## src/rtl/uart_tx_scheduler.sv

```systemverilog
// -----------------------------------------------------------------------------
// uart_tx_scheduler
//
// Shares one serial TX line between N_REQ byte requesters. Each frame goes to
// one requester, picked round-robin, and is sent as a start bit (0), eight data
// bits LSB first, an optional parity bit and a stop bit (1). An internal baud
// counter sets the length of every bit to CLKS_PER_BIT clocks.
//
// Handshake: requester i raises req_valid[i] and holds req_data[8i+7:8i]
// stable until req_ready[i] pulses high for one cycle. That pulse arrives in
// the first start-bit cycle and means the byte has been captured. The line
// samples requests only while idle, so changes during a frame have no effect.
//
// Ports:
//   clk        system clock, rising edge only
//   tx_rst     synchronous active-high reset
//   req_valid  [N_REQ]      per-requester byte available
//   req_data   [8*N_REQ]    per-requester byte, requester i at [8i +: 8]
//   req_ready  [N_REQ]      one-cycle one-hot accept pulse
//   grant_id   [ID_W]       index of the most recently granted requester
//   tx_out                  serial line, idles high
//   busy                    frame in progress
//   done                    one-cycle pulse in the idle cycle after a frame
//   dbg_state  [3]          current FSM state encoding, for observation only
// -----------------------------------------------------------------------------
module uart_tx_scheduler #(
  parameter int N_REQ        = 4,
  parameter int CLKS_PER_BIT = 10417,
  parameter int PARITY_EN    = 0,
  parameter int PARITY_ODD   = 0,
  localparam int ID_W        = $clog2(N_REQ),
  localparam int CNT_W       = $clog2(CLKS_PER_BIT)
) (
  input  logic                 clk,
  input  logic                 tx_rst,
  input  logic [N_REQ-1:0]     req_valid,
  input  logic [8*N_REQ-1:0]   req_data,
  output logic [N_REQ-1:0]     req_ready,
  output logic [ID_W-1:0]      grant_id,
  output logic                 tx_out,
  output logic                 busy,
  output logic                 done,
  output logic [2:0]           dbg_state
);

  typedef enum logic [2:0] {
    S_IDLE   = 3'd0,
    S_START  = 3'd1,
    S_DATA   = 3'd2,
    S_PARITY = 3'd3,
    S_STOP   = 3'd4
  } state_t;

  localparam logic W_PAR_EN  = (PARITY_EN != 0);
  localparam logic W_PAR_ODD = (PARITY_ODD != 0);

  state_t             r_state;
  logic [CNT_W-1:0]   r_cnt;
  logic [2:0]         r_bit;
  logic [7:0]         r_shift;
  logic               r_par;
  logic [ID_W-1:0]    r_ptr;
  logic [ID_W-1:0]    r_gid;
  logic [N_REQ-1:0]   r_ready;
  logic               r_tx;
  logic               r_busy;
  logic               r_done;

  logic               w_term;
  logic               w_found;
  logic [ID_W-1:0]    w_win;
  logic [7:0]         w_byte;
  int                 w_idx;
  logic [7:0]         w_bytes [N_REQ];

  // Split the flat data bus into one byte per requester.
  for (genvar g = 0; g < N_REQ; g++) begin : g_bytes
    assign w_bytes[g] = req_data[8*g +: 8];
  end

  assign w_term = (r_cnt == CNT_W'(CLKS_PER_BIT - 1));

  // Round-robin pick: scan from pointer+1 upward with wrap. The loop runs from
  // the farthest candidate to the nearest so the nearest set bit wins.
  always_comb begin
    w_found = 1'b0;
    w_win   = '0;
    w_byte  = '0;
    w_idx   = 0;
    for (int k = N_REQ; k >= 1; k--) begin
      w_idx = int'(r_ptr) + k;
      if (w_idx >= N_REQ) begin
        w_idx = w_idx - N_REQ;
      end
      if (req_valid[ID_W'(w_idx)]) begin
        w_found = 1'b1;
        w_win   = ID_W'(w_idx);
        w_byte  = w_bytes[ID_W'(w_idx)];
      end
    end
  end

  // Frame sequencer. All outputs are registered so that they change together
  // with the state: the start bit, busy and req_ready all appear in the cycle
  // right after the arbitration edge.
  always_ff @(posedge clk) begin
    if (tx_rst) begin
      r_state <= S_IDLE;
      r_cnt   <= '0;
      r_bit   <= '0;
      r_shift <= '0;
      r_par   <= 1'b0;
      r_ptr   <= ID_W'(N_REQ - 1);
      r_gid   <= '0;
      r_ready <= '0;
      r_tx    <= 1'b1;
      r_busy  <= 1'b0;
      r_done  <= 1'b0;
    end else begin
      r_ready <= '0;
      r_done  <= 1'b0;
      case (r_state)
        S_IDLE: begin
          r_tx   <= 1'b1;
          r_busy <= 1'b0;
          r_cnt  <= '0;
          r_bit  <= '0;
          if (w_found) begin
            r_state <= S_START;
            r_tx    <= 1'b0;
            r_busy  <= 1'b1;
            r_shift <= w_byte;
            r_par   <= (^w_byte) ^ W_PAR_ODD;
            r_gid   <= w_win;
            r_ptr   <= w_win;
            r_ready <= N_REQ'(1) << w_win;
          end
        end

        S_START: begin
          if (w_term) begin
            r_cnt   <= '0;
            r_state <= S_DATA;
            r_tx    <= r_shift[0];
          end else begin
            r_cnt <= r_cnt + CNT_W'(1);
          end
        end

        S_DATA: begin
          if (w_term) begin
            r_cnt <= '0;
            if (r_bit == 3'd7) begin
              if (W_PAR_EN) begin
                r_state <= S_PARITY;
                r_tx    <= r_par;
              end else begin
                r_state <= S_STOP;
                r_tx    <= 1'b1;
              end
            end else begin
              // The next bit to send is shift[1]; it becomes shift[0] here.
              r_shift <= {1'b0, r_shift[7:1]};
              r_tx    <= r_shift[1];
              r_bit   <= r_bit + 3'd1;
            end
          end else begin
            r_cnt <= r_cnt + CNT_W'(1);
          end
        end

        S_PARITY: begin
          if (w_term) begin
            r_cnt   <= '0;
            r_state <= S_STOP;
            r_tx    <= 1'b1;
          end else begin
            r_cnt <= r_cnt + CNT_W'(1);
          end
        end

        S_STOP: begin
          if (w_term) begin
            r_cnt   <= '0;
            r_state <= S_IDLE;
            r_busy  <= 1'b0;
            r_done  <= 1'b1;
            r_tx    <= 1'b1;
          end else begin
            r_cnt <= r_cnt + CNT_W'(1);
          end
        end

        default: begin
          r_state <= S_IDLE;
          r_tx    <= 1'b1;
          r_busy  <= 1'b0;
          r_cnt   <= '0;
        end
      endcase
    end
  end

  assign req_ready = r_ready;
  assign grant_id  = r_gid;
  assign tx_out    = r_tx;
  assign busy      = r_busy;
  assign done      = r_done;
  assign dbg_state = r_state;

endmodule

```

## config.mk

```make
export PLATFORM = sky130hd
export DESIGN_NAME = uart_tx_scheduler
export DESIGN_NICKNAME = d
export VERILOG_FILES = /design/src/rtl/uart_tx_scheduler.sv
export SDC_FILE = /design/constraint.sdc
export NUM_CORES = 1
export LEC_CHECK = 0
export CAP_MARGIN = 10
export CORE_ASPECT_RATIO = 0.9
export CORE_UTILIZATION = 50
export CTS_BUF_LIST = sky130_fd_sc_hd__clkbuf_2
export CTS_CLUSTER_SIZE = 28
export DETAILED_ROUTE_END_ITERATION = 8
export PLACE_DENSITY = 0.75
export SETUP_SLACK_MARGIN = 0.02
export SLEW_MARGIN = 20
export SYNTH_ARGS = -nofsm -noshare
export SYNTH_HDL_FRONTEND = slang
export SYNTH_SLANG_ARGS = --single-unit
```

## constraint.sdc

```tcl
create_clock -name clk -period 5.73 [get_ports clk]
set_input_delay 0.8595 -clock clk [delete_from_list [all_inputs] [get_ports clk]]
set_output_delay 0.8595 -clock clk [all_outputs]
set_load 0.02 [all_outputs]
```

==> out/results.md <==
## Logic synthesis
- **top post-synthesis cells by count** 39 x sky130_fd_sc_hd__dfxtp_1, 30 x sky130_fd_sc_hd__mux4_2, 30 x sky130_fd_sc_hd__nor2_1
- **number of enable-type register cells in the synthesized netlist** 0
- **Syn Nets** 376
- **proportion of register bits with asynchronous set or reset after synthesis** 0
- **number of warning messages in the yosys log** 0
- **count leader, synth** sky130_fd_sc_hd__dfxtp_1
- **count of cell types in the netlist** 49
- **Synth Cell Area** 0.00312 mm^2
- **average footprint of a synthesized cell** 9.34 um^2
- **gate count of the mapped netlist** 334
- **cell types with the largest area share after synthesis** sky130_fd_sc_hd__dfxtp_1 25%, sky130_fd_sc_hd__mux4_2 22%, sky130_fd_sc_hd__nand2b_1 4.4%
- **share of the synthesized area in the top cell type** 0.250
- **library cell occupying the most area in the post-synthesis netlist** sky130_fd_sc_hd__dfxtp_1
- **proportion of synthesized chip area in sequential cells** 0.250
- **number of register bits inferred by synthesis** 39
- **top_reg_cell synth** sky130_fd_sc_hd__dfxtp_1

## Global routing
- **pin count of the biggest net entering global routing** 59
- **met1 global-route usage** 0.272
- **vias in the first global route** 2391
- **gr usage total** 0.200
- **wire length of the first global-routing pass** 10.8 mm
- **global-route congestion overflow total** 0
- **number of antenna violations at the first check in global routing** 0
- **met3 Use GR** 0.0344
- **global routing usage on met2** 0.327
- **GRT busiest layer** met2

## Die
- **IO Count** 50
- **width of the chip** 85.3 um
- **Core ar.** 0.00586 mm^2
- **Rows** 26
- **Initial Utilization** 0.533
- **die area** 0.00656 mm^2
- **die height** 76.9 um

## STA
- **clock skew** 16.4 ps
- **pin slew with the least headroom to its limit** 1040 ps
- **Slew headroom** 0.307
- **final max-slew violation count** 0
- **final-layout setup total negative slack** 0 ps
- **setup repair after global routing missed its margin** false
- **final setup vio count** 0
- **part of the cycle the worst path needs** 0.554
- **number of failing hold endpoints at the final stage** 0
- **Tmin final** 3170 ps
- **fmax** 0.315 GHz

## CTS
- **hold buffer count at cts** 0
- **Post CTS Setup Buffer Count** 0
- **register clock-pin slew on the reported worst setup and hold paths** 180 ps
- **Inserted Clock Buffers** 5
- **Max Buffers Root-to-Sink** 2
- **Clock Sink Count** 39
- **PostCTS Resize Cnt** 0
- **Skew-Pair Late Insertion Delay** 380 ps
- **clock tree from TritonCTS** yes
- **H-tree depth** 2
- **clock root buffer** sky130_fd_sc_hd__clkbuf_2

## Min path
- **path category of the worst min-delay check** flop to flop
- **worst hold path stage count** 2

## Finish
- **Fillers** 537
- **final non-filler cell total** 435
- **area growth from synthesis to layout** 15.5%
- **nets** 406
- **count of antenna diodes in the layout** 0
- **register cell area after layout** 783 um^2
- **share of final-layout standard cells stronger than drive strength 1** 0.145
- **multi-input logic area** 0.00213 mm^2

## Setup path
- **delay-heaviest family, CP** compound AO/OA/AOI/OAI gates
- **max incr delay on CP** 710 ps
- **depth of the worst register-to-register path** 5
- **Worst Path Required** 6010 ps
- **type of the worst setup path** input pin to flop
- **CP endpoint kind** flop
- **number of buffer and inverter stages on the critical path** 1
- **Arr. time, crit path** 3450 ps
- **CP max-delay cell** sky130_fd_sc_hd__mux4_2
- **largest fanout of any net on the critical path** 16
- **Stages on worst setup path** 5
- **Critical Path, Cell by Cell** clkdlybuf4s50_1 > mux4_2 > a311o_1 > and2_1 > a311oi_2
- **Worst setup SP type** input pin

## Placed design
- **number of cells after detailed placement** 427
- **global placement routability congestion** 0.772
- **count of input and output buffers** 49
- **detailed placer's ending HPWL** 4.71 mm

## Routing
- **remaining number of nets flagged by the antenna check after routing** 0
- **via/cell ratio** 6.10
- **total wire length** 6.38 mm
- **DRC violation count after routing** 0
- **Iter 0 DRT Violations** 85
- **overall via count from detail_route** 2655
- **routed len/inst** 14.7 um
- **length of the first detailed-routing pass in iterations** 4

## Power and ir drop
- **static leakage power** 0.00126 uW
- **Peak VDD IR** 0.000210 V
- **power density of the placed cells** 405 mW/mm^2

## Job
- **max-cap violations** 0

## Status
- **status** finished, final reports clean

[power breakdown]
group / total, uW / internal (uW) / switching, uW
Combinational: 961 / 465 / 497
Clock: 113 / 29.4 / 84.1
Sequential: 384 / 335 / 49.2
[worst paths after layout]
path,startpoint,to,slack (ps)
setup / recovery,req_valid[3],r_shift[5],2560
hold / removal,busy,busy,490
setup reg to reg,r_ptr[1],r_shift[5],2850
hold reg to reg,busy,busy,490
[per-layer routing]
| layer | vias up | routed length, um |
|---|---|---|
| li1 | 1314 | - |
| met1 | 1281 | 3040 |
| met2 | 54 | 3100 |
| met3 | 6 | 198 |
| met4 | 0 | 42 |
| met5 | - | 0 |
[flip-flops by register name, indices dropped and copies added (netlist names)]
register,flops
req_ready,4
tx_out,1
r_cnt,14
r_bit,3
r_ptr,2
r_shift,8
grant_id,2
done,1
dbg_state,3
busy,1
[cell families after synthesis]
| family | count (synthesis) | synth area share |
|---|---|---|
| buf+inv | 42 | 0.0662 |
| flops | 39 | 0.250 |
| simple gates | 135 | 0.232 |
| fa+ha+maj | 4 | 0.0160 |
| compound gates | 65 | 0.162 |
| mux | 37 | 0.239 |
| xor+xnor | 12 | 0.0337 |
[layout by cell type, fill, tap and decap left out, types with 4 or more instances in the layout]
cell,synthesis,routed
sky130_fd_sc_hd__ha_1,4,4
sky130_fd_sc_hd__a21oi_1,20,20
sky130_fd_sc_hd__mux4_2,30,30
sky130_fd_sc_hd__nor3_1,4,4
sky130_fd_sc_hd__xnor2_1,5,5
sky130_fd_sc_hd__clkdlybuf4s50_1,0,49
sky130_fd_sc_hd__nor2b_1,13,13
sky130_fd_sc_hd__xor2_1,7,7
sky130_fd_sc_hd__nor2_1,30,30
sky130_fd_sc_hd__clkbuf_2,0,6
sky130_fd_sc_hd__dfxtp_1,39,37
sky130_fd_sc_hd__mux2i_1,7,7
sky130_fd_sc_hd__nand2_1,25,25
sky130_fd_sc_hd__nand2b_1,22,22
sky130_fd_sc_hd__nand3_1,10,10
sky130_fd_sc_hd__inv_1,13,13
sky130_fd_sc_hd__a311oi_2,7,7
sky130_fd_sc_hd__o211ai_1,8,8
sky130_fd_sc_hd__o311ai_0,6,6
sky130_fd_sc_hd__nand4_1,10,10
sky130_fd_sc_hd__o21ai_0,6,6
sky130_fd_sc_hd__o221ai_1,7,7
[layout make-up]
cell class                      instances  share of cell area
Multi-Input combinational cell        253               0.592
Sequential cell                        39               0.217
Timing Repair Buffer                   52               0.142
Tap cell                               70              0.0243
Inverter                               13              0.0135
Clock buffer                            6             0.00834
Clock inverter                          2             0.00208
[worst min-delay path: cells and delay by family (launching register included)]
| family | cells | cell delay (ps) |
|---|---|---|
| and+or+nand+nor | 1 | 50 |
| AOI/OAI and AO/OA | 1 | 60 |
| DFF | 1 | 360 |
[per-stage QoR]
step / hold slack, ps / util / cell area (um^2) / power [uW] / worst slack (ps)
floorplan: 441 / - / 3120 / 1180 / 3190
global placement: 458 / 0.609 / 3560 / 1340 / 2270
detailed placement: 463 / 0.609 / 3560 / 1350 / 2200
finish: 487 / 0.615 / 3600 / 1460 / 2560
global route: 519 / 0.615 / 3600 / 1570 / 2460
CTS: 487 / 0.615 / 3600 / 1470 / 2610
(Power assumes the default switching activity.)
